$ cat src/rtl/pipe_ctrl_pkg.sv
// Shared definitions for the pipeline stall/flush sequencer: FSM states,
// PC source encodings and the hard-wired zero register.
package pipe_ctrl_pkg;

    typedef enum logic [1:0] {
        ST_RUN      = 2'b00,
        ST_MEM_WAIT = 2'b01,
        ST_LD_STALL = 2'b10,
        ST_FLUSH    = 2'b11
    } state_t;

    localparam logic [1:0] PC_SRC_SEQ    = 2'b00;
    localparam logic [1:0] PC_SRC_BRANCH = 2'b01;
    localparam logic [1:0] PC_SRC_JUMP   = 2'b10;

    localparam logic [2:0] REG_ZERO = 3'd0;

    // The reserved encoding 11 falls through to sequential fetch.
    function automatic logic is_redirect(input logic [1:0] pc_src);
        return (pc_src == PC_SRC_BRANCH) || (pc_src == PC_SRC_JUMP);
    endfunction

endpackage

$ cat src/rtl/hazard_detect.sv
// Load-use hazard detector: flags an ID instruction that reads the register
// a load in EX is about to write. Shared with the forwarding unit.
module hazard_detect
    import pipe_ctrl_pkg::*;
(
    input  logic [2:0] i_id_rs,
    input  logic [2:0] i_id_rt,
    input  logic       i_id_uses_rt,
    input  logic [2:0] i_ex_reg_write,
    input  logic       i_ex_mem_read,
    input  logic       i_ex_wb_reg_write,
    output logic       o_luse
);

    logic w_rs_match;
    logic w_rt_match;
    logic w_ex_load_live;

    // Register 0 is hard-wired, so a load targeting it can never create a hazard.
    assign w_ex_load_live = i_ex_mem_read & i_ex_wb_reg_write & (i_ex_reg_write != REG_ZERO);
    assign w_rs_match     = (i_ex_reg_write == i_id_rs);
    assign w_rt_match     = i_id_uses_rt & (i_ex_reg_write == i_id_rt);
    assign o_luse         = w_ex_load_live & (w_rs_match | w_rt_match);

endmodule

$ cat src/rtl/pipeline_ctrl.sv
// Central stall/flush sequencer: resolves memory wait, branch/jump redirect and
// load-use hazards into stage enables and bubble strobes, plus perf counters.
module pipeline_ctrl
    import pipe_ctrl_pkg::*;
#(
    parameter int CNT_W = 16
) (
    input  logic             clk,
    input  logic             rst,
    input  logic [2:0]       id_rs,
    input  logic [2:0]       id_rt,
    input  logic             id_uses_rt,
    input  logic [2:0]       ex_reg_write,
    input  logic             ex_mem_read,
    input  logic             ex_wb_reg_write_signal,
    input  logic [1:0]       mem_pc_src,
    input  logic             mem_access,
    input  logic             dmem_ready,
    output logic             pc_write,
    output logic             ifid_write,
    output logic             idex_write,
    output logic             exmem_write,
    output logic             ifid_flush,
    output logic             idex_flush,
    output logic             exmem_flush,
    output logic [1:0]       pc_sel,
    output logic [1:0]       state,
    output logic [CNT_W-1:0] stall_count,
    output logic [CNT_W-1:0] flush_count
);

    localparam logic [CNT_W-1:0] CNT_ONE = {{(CNT_W-1){1'b0}}, 1'b1};

    state_t           r_state;
    state_t           w_next;
    logic             w_luse_raw;
    logic             w_luse;
    logic             w_wait;
    logic             w_redir;
    logic             w_redir_fire;
    logic [CNT_W-1:0] r_stall_count;
    logic [CNT_W-1:0] r_flush_count;

    hazard_detect u_hazard (
        .i_id_rs           (id_rs),
        .i_id_rt           (id_rt),
        .i_id_uses_rt      (id_uses_rt),
        .i_ex_reg_write    (ex_reg_write),
        .i_ex_mem_read     (ex_mem_read),
        .i_ex_wb_reg_write (ex_wb_reg_write_signal),
        .o_luse            (w_luse_raw)
    );

    // While parked in MEM_WAIT the stall is released only by dmem_ready;
    // after LD_STALL/FLUSH the EX slot holds a bubble, so load-use cannot fire.
    assign w_wait  = (r_state == ST_MEM_WAIT) ? ~dmem_ready : (mem_access & ~dmem_ready);
    assign w_redir = is_redirect(mem_pc_src);
    assign w_luse  = w_luse_raw & ((r_state == ST_RUN) || (r_state == ST_MEM_WAIT));

    always_ff @(posedge clk or posedge rst) begin
        if (rst) begin
            r_state <= ST_RUN;
        end else begin
            r_state <= w_next;
        end
    end

    always_comb begin
        pc_write     = 1'b1;
        ifid_write   = 1'b1;
        idex_write   = 1'b1;
        exmem_write  = 1'b1;
        ifid_flush   = 1'b0;
        idex_flush   = 1'b0;
        exmem_flush  = 1'b0;
        pc_sel       = PC_SRC_SEQ;
        w_redir_fire = 1'b0;
        w_next       = ST_RUN;
        if (rst) begin
            pc_write    = 1'b0;
            ifid_write  = 1'b0;
            idex_write  = 1'b0;
            exmem_write = 1'b0;
            ifid_flush  = 1'b1;
            idex_flush  = 1'b1;
            exmem_flush = 1'b1;
        end else if (w_wait) begin
            pc_write    = 1'b0;
            ifid_write  = 1'b0;
            idex_write  = 1'b0;
            exmem_write = 1'b0;
            w_next      = ST_MEM_WAIT;
        end else if (w_redir) begin
            pc_sel       = mem_pc_src;
            ifid_flush   = 1'b1;
            idex_flush   = 1'b1;
            exmem_flush  = 1'b1;
            w_redir_fire = 1'b1;
            w_next       = ST_FLUSH;
        end else if (w_luse) begin
            pc_write   = 1'b0;
            ifid_write = 1'b0;
            idex_flush = 1'b1;
            w_next     = ST_LD_STALL;
        end
    end

    // Counters stick at all-ones rather than wrapping.
    always_ff @(posedge clk or posedge rst) begin
        if (rst) begin
            r_stall_count <= '0;
            r_flush_count <= '0;
        end else begin
            if (!pc_write && (r_stall_count != '1)) begin
                r_stall_count <= r_stall_count + CNT_ONE;
            end
            if (w_redir_fire && (r_flush_count != '1)) begin
                r_flush_count <= r_flush_count + CNT_ONE;
            end
        end
    end

    assign state       = r_state;
    assign stall_count = r_stall_count;
    assign flush_count = r_flush_count;

endmodule

$ cat config.mk
export PLATFORM = sky130hd
export DESIGN_NAME = pipeline_ctrl
export DESIGN_NICKNAME = d
export VERILOG_FILES = /design/src/rtl/pipe_ctrl_pkg.sv /design/src/rtl/hazard_detect.sv /design/src/rtl/pipeline_ctrl.sv
export SDC_FILE = /design/constraint.sdc
export NUM_CORES = 1
export LEC_CHECK = 0
export ABC_AREA = 1
export CORE_MARGIN = 2
export CORE_UTILIZATION = 52
export CTS_CLUSTER_SIZE = 16
export DETAILED_ROUTE_END_ITERATION = 6
export PLACE_DENSITY_LB_ADDON = 0.05
export SYNTH_ARGS = -nofsm -noshare
export SYNTH_HDL_FRONTEND = slang
export SYNTH_SLANG_ARGS = --single-unit
$ cat constraint.sdc
create_clock -name clk -period 4.3 [get_ports clk]
set_input_delay 0.645 -clock clk [delete_from_list [all_inputs] [get_ports clk]]
set_output_delay 0.645 -clock clk [all_outputs]
set_load 0.02 [all_outputs]
==> flow_summary_export.csv, run 1 <==
group,metric,value,unit
worst_hold_path,hp-class,"reg -> reg",
timing,max_slew_margin,49.32,%
synth,synthTopCellsByArea,"dfrtp_1 39%, nand2_1 18%, nand3_1 7.6%, xor2_1 6.0%, nor2_1 5.5%",
critical_path,cp_max_fo,19,
routing,drt_pass1_iterations,4,
global_routing,grt_first_pass_wirelength,7.900,mm
clock_network,clk_pin_slew_worst_paths,0.07,ns
clock_network,htreeDepth,2,
global_routing,first_global_vias,1739,
clock_network,numCtsBuffers,5,
routing,viasPerCell,4.954,
clock_network,cts_setup_buffers,0,
power_and_ir_drop,p_leak,0.001346,uW
timing,setup_tns,0,ns
placed_design,place.port_buffers,60,
status,status,"finished clean",
critical_path,worst_setup_path_start_kind,"input pin",
timing,fin_skew,0.004886,ns
final_layout,diodes,0,
critical_path,critPathSlowestCell,"clkdlybuf4s50_1",
synth,synth_top_area_cell,"dfrtp_1",
critical_path,cp_common_cell,"clkdlybuf4s50_1",
synth,ys_types,25,
global_routing,track_usage,22.30,%
clock_network,cts.sinks,34,
synth,synth_area_per_cell,7.206,um^2
synth,netlist.area_leader.share,38.97,%
die,die_x,68.80,um
final_layout,fin_util,71.96,%
global_routing,antenna_found_initial,0,
timing,fin_crit,3.252,ns
critical_path,crit_path_end_kind,"primary output",
timing,finalSetupViolations,0,
placed_design,dpl_worst_slack,1.038,ns
critical_path,arrival,2.61,ns
placed_design,gp_congestion,0.8187,
routing,drcViolationCount,0,
timing,finalCritPeriodShare,75.64,%
routing,wirelength,5.000,mm
synth,seq_area_frac_synth,38.97,%
critical_path,cp_cell_sequence,"clkdlybuf4s50_1, inv_1, ha_1, nand3_1, nand2_2, inv_2, clkdlybuf4s50_1",
die,coreArea,4029,um^2
timing,max_freq,0.3075,GHz
final_layout,drive_above_1_share,6.301,%
synth,ys_seq_elements,34,
critical_path,cp_slowest_stage_delay,0.61,ns
clock_network,clk-insertion-delay-late,0.28,ns
final_layout,area_delta_synth_final,32.78,%
routing,first_iter_violations,142,
routing,postRouteAntennaNets,0,
die,num_io_pins,61,
synth,yosys_warnings,0,
timing,finalWorstSetupSlack,1.048,ns
power_and_ir_drop,powerDensity,422.2,nW/um^2
die,start_util,54.19,%
die,floorplan.die.height,68.80,um
synth,syn_area,2183,um^2
final_layout,nets,386,
clock_network,cts_tree,"done",
global_routing,grt_max_degree,33,
die,dieArea,4733,um^2
global_routing,gr-total-overflow,0,
timing,final_max_slew_viol_count,0,
job,drv_cap,0,
synth,syn_nets,325,
timing,max_slew.worst_pin.slew,0.7594,ns
critical_path,critPathRequiredTime,3.65,ns
power_and_ir_drop,ir_drop,0.0004036,V
synth,synthCells,303,
placed_design,detailed_place_hpwl,3.661,mm
clock_network,root_buffer,"clkbuf_8",
clock_network,cts_resized,0,
routing,wl_per_cell,12.05,um
clock_network,clockBufferDepth,2,
routing,vias,2056,
critical_path,critPathKind,"in -> out",
clock_network,postCtsHoldBufs,0,
timing,rsz0062_at_grt,"no",
die,rows,23,
timing,report.final.hold_viol_count,0,
worst max-delay path, delay by kind of cell:
family | cells | cell delay, ns
and+or+nand+nor | 2 | 0.35
buffers and inverters | 4 | 1.27
adders and majority gates | 1 | 0.34
cells by family (layout without fill, tap and decap cells):
family	count (synthesis)	after routing	share of synthesized area, %
DFF	34	34	38.97
adders and majority gates	4	4	2.292
buffers and inverters	40	102	7.965
AOI/OAI and AO/OA	13	13	3.152
xor gates and xnor gates	27	27	10.83
and+or+nand+nor	185	185	36.79
cell type report:
class	instances	area [um^2]
Clock buffer	7	86.33
Clock inverter	1	5.005
Fill cell	348	1130
Inverter	32	120.1
Multi-Input combinational cell	229	1159
Sequential cell	34	850.8
Tap cell	50	62.56
Timing Repair Buffer	62	615.6
per-stage QoR:
step / area, um^2 / power [uW] / cells / hold slack [ns]
finish: 2899 / 1224 / 415 / 0.5272
global route: 2899 / 1305 / 415 / 0.5434
CTS: 2899 / 1232 / 415 / 0.5345
detailed placement: 2808 / 984.5 / 407 / 0.5184
global placement: 2808 / 974.6 / 407 / 0.5142
floorplan: 2183 / 764.6 / 303 / 0.6133
Yosys cell counts:
| cell type | instances |
|---|---|
| a21oi_1 | 1 |
| buf_6 | 1 |
| nand2_1 | 105 |
| ha_1 | 4 |
| inv_1 | 26 |
| o21ai_1 | 8 |
| nor2_1 | 32 |
| a31oi_1 | 1 |
| nand3_2 | 2 |
| nand3_4 | 1 |
| a21o_1 | 1 |
| buf_2 | 4 |
| buf_4 | 3 |
| nand3_1 | 33 |
| nand2_4 | 1 |
| xnor2_1 | 12 |
| nor2_4 | 2 |
| nand4_1 | 4 |
| nand2_2 | 1 |
| o21ai_0 | 2 |
| xor2_1 | 15 |
| inv_2 | 6 |
| nor3_1 | 3 |
| dfrtp_1 | 34 |
| nor2_2 | 1 |
sequential cells by signal, summed over array words and instances (netlist names):
name and cells:
stall_count 16, flush_count 16, state 2
report_power, final:
part,internal [uW],switching (uW)
clock,129,116
sequential,391,99.7
combinational,231,256
layer usage:
layer  wire, um  GRT usage (%)
met2       2349          35.82
met5          0              0
met3        318          5.844
met1       2292          30.00
met4         39          5.637
final timing paths:
| path | from | end | slack, ns | cells after the start |
|---|---|---|---|---|
| setup / recovery | mem_pc_src[0] | ifid_write | 1.05 | 7 |
| hold / removal | flush_count[0] | flush_count[0] | 0.53 | 1 |
| setup reg to reg | flush_count[0] | flush_count[8] | 2.16 | 9 |
| hold reg to reg | flush_count[0] | flush_count[0] | 0.53 | 1 |
| max in group asynchronous | rst | flush_count[14] | 2.95 | 3 |
| min in group asynchronous | rst | state[0] | 0.70 | 2 |
placed cells by master (no fill, tap or decap), types with 6 or more instances in the layout:
cell	Yosys	layout
xnor2_1	12	12
clkbuf_8	0	6
o21ai_1	8	8
nand2_1	105	105
nand3_1	33	33
inv_1	26	26
nor2_1	32	32
dfrtp_1	34	34
inv_2	6	6
xor2_1	15	15
clkdlybuf4s50_1	0	60
No activity file was read; power rests on OpenSTA's default activity.
==> run 2, diff against run 1 <==
CORE_UTILIZATION = 43   (was 52)
clock period = 2.75 ns   (was 4.3 ns; I/O delays follow)
==> flow_summary_export.csv, run 2 (synthesis gave the netlist of run 1 again) <==
group,metric,value,unit
status,status,"finished clean",
die,floorplan.die.height,75.26,um
clock_network,clockBufferDepth,2,
critical_path,cp_max_fo,5,
routing,wirelength,4.950,mm
clock_network,clk_pin_slew_worst_paths,0.07,ns
clock_network,cts.sinks,34,
critical_path,critPathRequiredTime,2.34,ns
timing,final_max_slew_viol_count,0,
final_layout,nets,389,
timing,max_slew.worst_pin.slew,0.3996,ns
critical_path,rr_startpoint,"stall_count[0]",
critical_path,cp_cell_sequence,"clkdlybuf4s50_1, inv_1, ha_1, o21ai_0, clkdlybuf4s50_1",
global_routing,antenna_found_initial,0,
final_layout,area_delta_synth_final,35.64,%
placed_design,detailed_place_hpwl,3.791,mm
timing,report.final.hold_viol_count,0,
clock_network,cts_tree,"done",
timing,finalCritPeriodShare,93.81,%
clock_network,root_buffer,"clkbuf_8",
timing,max_freq,0.3877,GHz
timing,max_slew_margin,73.16,%
critical_path,reg2reg_depth,9,
routing,postRouteAntennaNets,0,
final_layout,finalNonFillerCells,435,
routing,wl_per_cell,11.38,um
die,num_io_pins,61,
global_routing,first_global_vias,1833,
critical_path,critPathSlowestCell,"clkdlybuf4s50_1",
placed_design,gp_congestion,0.8765,
die,start_util,45.32,%
routing,viasPerCell,4.662,
global_routing,track_usage,18.92,%
worst_hold_path,hold_path_depth,1,
critical_path,r2r_setup_slack,0.89,ns
final_layout,drive_above_1_share,7.337,%
clock_network,clk-insertion-delay-late,0.28,ns
worst_hold_path,hp-class,"reg -> reg",
critical_path,worst-path-buf-inv,3,
routing,first_iter_violations,122,
die,die_x,75.26,um
power_and_ir_drop,p_leak,0.001370,uW
timing,setup_tns,0,ns
global_routing,grt_max_degree,26,
clock_network,numCtsBuffers,5,
clock_network,htreeDepth,2,
job,drv_cap,0,
clock_network,cts_setup_buffers,0,
die,rows,25,
timing,fin_crit,2.580,ns
critical_path,cp_common_cell,"clkdlybuf4s50_1",
power_and_ir_drop,powerDensity,663.4,nW/um^2
global_routing,grt_first_pass_wirelength,8.314,mm
routing,drt_pass1_iterations,4,
clock_network,postCtsHoldBufs,0,
routing,vias,2028,
critical_path,critPathKind,"in -> out",
clock_network,cts_resized,0,
die,dieArea,5663,um^2
power_and_ir_drop,ir_drop,0.0005661,V
critical_path,arrival,2.17,ns
die,coreArea,4817,um^2
timing,finalSetupViolations,0,
critical_path,reg2reg_to,"stall_count[4]",
critical_path,crit_family,"buffers and inverters",
timing,fin_skew,0.003295,ns
worst_hold_path,worstHoldEndpoint,"flush_count[0]",
final_layout,final_common_cell,"nand2_1",
timing,rsz0062_at_grt,"no",
placed_design,place.port_buffers,60,
power_and_ir_drop,finalPower,1965,uW
worst_hold_path,holdCritStartpoint,"flush_count[0]",
critical_path,worst_setup_path_start_kind,"input pin",
final_layout,diodes,0,
routing,drcViolationCount,0,
final_layout,final_cell_mix,"105 x nand2_1, 60 x clkdlybuf4s50_1, 34 x dfrtp_1",
critical_path,cp_slowest_stage_delay,0.65,ns
placed_design,place_inst,427,
critical_path,crit_path_end_kind,"primary output",
global_routing,gr-total-overflow,0,
==> run 2: changes by cell type in the layout (fill, tap and decap cells not counted), sizes merged <==
cell / change
buf: +3
clkinv: -1
clkbuf: +1
==> run 2: stage by stage <==
step | cell area, um^2 | hold WS [ns] | util (%) | worst slack (ns)
4_1_cts | 2962 | 0.5293 | 61.48 | 0.1512
3_5_place_dp | 2851 | 0.5164 | 59.19 | 0.1513
5_1_grt | 2962 | 0.5458 | 61.48 | 0.03863
2_1_floorplan | 2183 | 0.4756 | - | 0.3013
6_report | 2962 | 0.5278 | 61.48 | 0.1704
3_3_place_gp | 2851 | 0.5109 | 59.19 | 0.1652
==> run 2: area by class of cell <==
type | count | area (um^2)
timing repair buffer | 65 | 638.1
clock buffer | 8 | 110.1
fill | 466 | 1856
multi-input combinational | 229 | 1159
sequential | 34 | 850.8
tap | 67 | 83.83
inverter | 32 | 120.1
==> run 2: worst max path at each step <==
stage / end / slack, ns / startpoint / depth (start not counted)
2_1_floorplan: ifid_flush / 0.30 / rst / 3
3_3_place_gp: exmem_flush / 0.17 / mem_pc_src[0] / 5
3_5_place_dp: exmem_flush / 0.15 / mem_pc_src[0] / 5
4_1_cts: exmem_flush / 0.15 / mem_pc_src[0] / 5
5_1_grt: idex_flush / 0.04 / ex_reg_write[2] / 12
6_report: exmem_flush / 0.17 / mem_pc_src[0] / 5
==> run 2: per-layer routing <==
metal  GRT usage [%]  vias up  routed length (um)
met5               0        -                   0
met4           3.509        0                  30
met3           4.552        4                 303
met2           29.34       55                2090
met1           27.30      893                2526
li1                -     1076                   -
==> run 2: power breakdown <==
group	internal, uW	switching, uW	total (uW)
Sequential	612	154	767
Clock	253	181	434
Combinational	366	398	764
Total	1230	734	1960
==> variant (settings of run 2) <==
The parameter `CNT_W` goes from 16 to 20.
--- a/src/rtl/pipeline_ctrl.sv
+++ b/src/rtl/pipeline_ctrl.sv
@@ -4,5 +4,5 @@
     import pipe_ctrl_pkg::*;
 #(
-    parameter int CNT_W = 16
+    parameter int CNT_W = 20
 ) (
     input  logic             clk,
Interface: changed (resized flush_count and stall_count); port bits go from 61 to 69. No check against the original RTL was run, so the function may have changed too.
==> variant against run 2 <==
- synthesized cell count increased by 38%
- area after synthesis is 28% higher
- worst hold slack gained 0.0092 ns
- sequential cell count is 8 higher
- via count is 35% higher
- combinational power is 22% lower
- power decreased by 7.8%
- global-route usage rose by 1.0 points
- wire length is 36% higher
- design area is 22% higher
- setup slack lost 0.020 ns
- critical path type unchanged
- largest cell class unchanged
==> variant: results (changes against run 2) <==
vias 2744 (was 2028); FILL cells 644 (was 466); status finished, final reports clean (unchanged); Clock Pin Slew Worst Setup and Hold Paths 0.09 ns (was 0.07 ns); WHS Endpoint flush_count[1] (was flush_count[0]); Final HPWL DP 5050 um (was 3790 um); Post-Synthesis Net Count 439 (was 325); routed wl met3 247 um (was 303 um); Post-DP Area 3520 um2 (was 2850 um2); Hold Startpoint flush_count[1] (was flush_count[0]); Seq/Total Area, Yosys 37.6% (was 39.0%); largest net degree at the start of global routing 43 (was 26); list of most frequent post-synthesis cells nand2_1 (188), nor2_1 (47), dfrtp_1 (42) (was nand2_1 (105), dfrtp_1 (34), nand3_1 (33)); count of different cell masters after synthesis 24 (was 25); port bufs 68 (was 60); first-pass GRT wire length 11800 um (was 8310 um); Detail Route met2 WL 3400 um (was 2090 um); Post-Place Setup Slack 0.144 ns (was 0.151 ns); M1 WL 2950 um (was 2530 um); share of layout cells above drive strength 1 3.71% (was 7.34%); hold path cells 2 (was 1); nets@finish 506 (was 389); Starting DRT DRC Count 129 (was 122); leakage power 1.72 nW (was 1.37 nW); clock skew 0.00568 ns (was 0.00330 ns); Arr. time, crit path 2.19 ns (was 2.17 ns); RR Endpoint stall_count[5] (was stall_count[4]); synthesized area per cell 6.71 um2 (was 7.21 um2); synth top area cells dfrtp_1 (38%), nand2_1 (25%), nand3_1 (6.8%) (was dfrtp_1 (39%), nand2_1 (18%), nand3_1 (7.6%)); worst-margin pin slew 0.531 ns (was 0.400 ns); worst vdd ir 0.430 mV (was 0.566 mV)
variant: cell types whose count changed after synthesis, moves of 3 or more:
cell      change
nand3b_1      +6
nor3_1        +3
dfrtp_1       +8
o21ai_1       -7
nand3_1       +5
nand2_1      +83
nor2_1       +15
inv_2         -4
variant: routing by layer:
layer,vias to the layer above,track usage [%]
met3,14,3.44
met4,0,7.36
met5,-,0
met2,53,35.9
li1,1428,-
met1,1249,23.8
variant: layout make-up:
| type | count | area share (%) |
|---|---|---|
| inverter | 29 | 3.01 |
| sequential | 42 | 29.1 |
| timing repair buffer | 72 | 19.7 |
| tap | 77 | 2.67 |
| clock inverter | 1 | 0.139 |
| multi-input combinational | 334 | 43.0 |
| clock buffer | 7 | 2.39 |
variant: how the worst max path moves through the flow:
stage                     from          end  slack (ns)  cells after the start
4_1_cts          mem_pc_src[0]     pc_write        0.14                      7
3_5_place_dp     mem_pc_src[0]     pc_write        0.14                      7
3_3_place_gp     mem_pc_src[0]   ifid_flush        0.20                      5
6_report         mem_pc_src[0]  exmem_flush        0.15                      5
5_1_grt        ex_reg_write[2]     pc_write        0.01                     11
2_1_floorplan              rst   ifid_flush        0.09                      3
variant: worst register-to-register path: cells and delay by family (launching register included):
kind	cells	cell delay, ns
adder cells (fa/ha/maj)	1	0.29
flip-flops	1	0.46
AND/OR/NAND/NOR	8	1.24
variant: logic make-up (layout without fill, tap and decap cells):
family / count (synthesis) / count (layout) / synth area share [%]
xor gates and xnor gates: 27 / 27 / 8.45
buffers and inverters: 41 / 109 / 6.97
DFF: 42 / 42 / 37.6
adders and majority gates: 4 / 4 / 1.79
and+or+nand+nor: 296 / 296 / 44.0
AOI/OAI and AO/OA: 7 / 7 / 1.25
variant: metrics by stage:
step,util (%),hold slack [ns]
finish,57.2,0.537
global route,57.2,0.552
CTS,57.2,0.540
detailed placement,55.7,0.519
global placement,55.7,0.530
floorplan,-,0.476
variant: power by group through the flow:
stage	clock network [mW]	logic [mW]	registers [mW]
finish	0.422	0.595	0.794
CTS	0.429	0.603	0.794
floorplan	0	0.270	0.882
detailed placement	0	0.599	0.807
global route	0.454	0.652	0.810
global placement	0	0.592	0.808
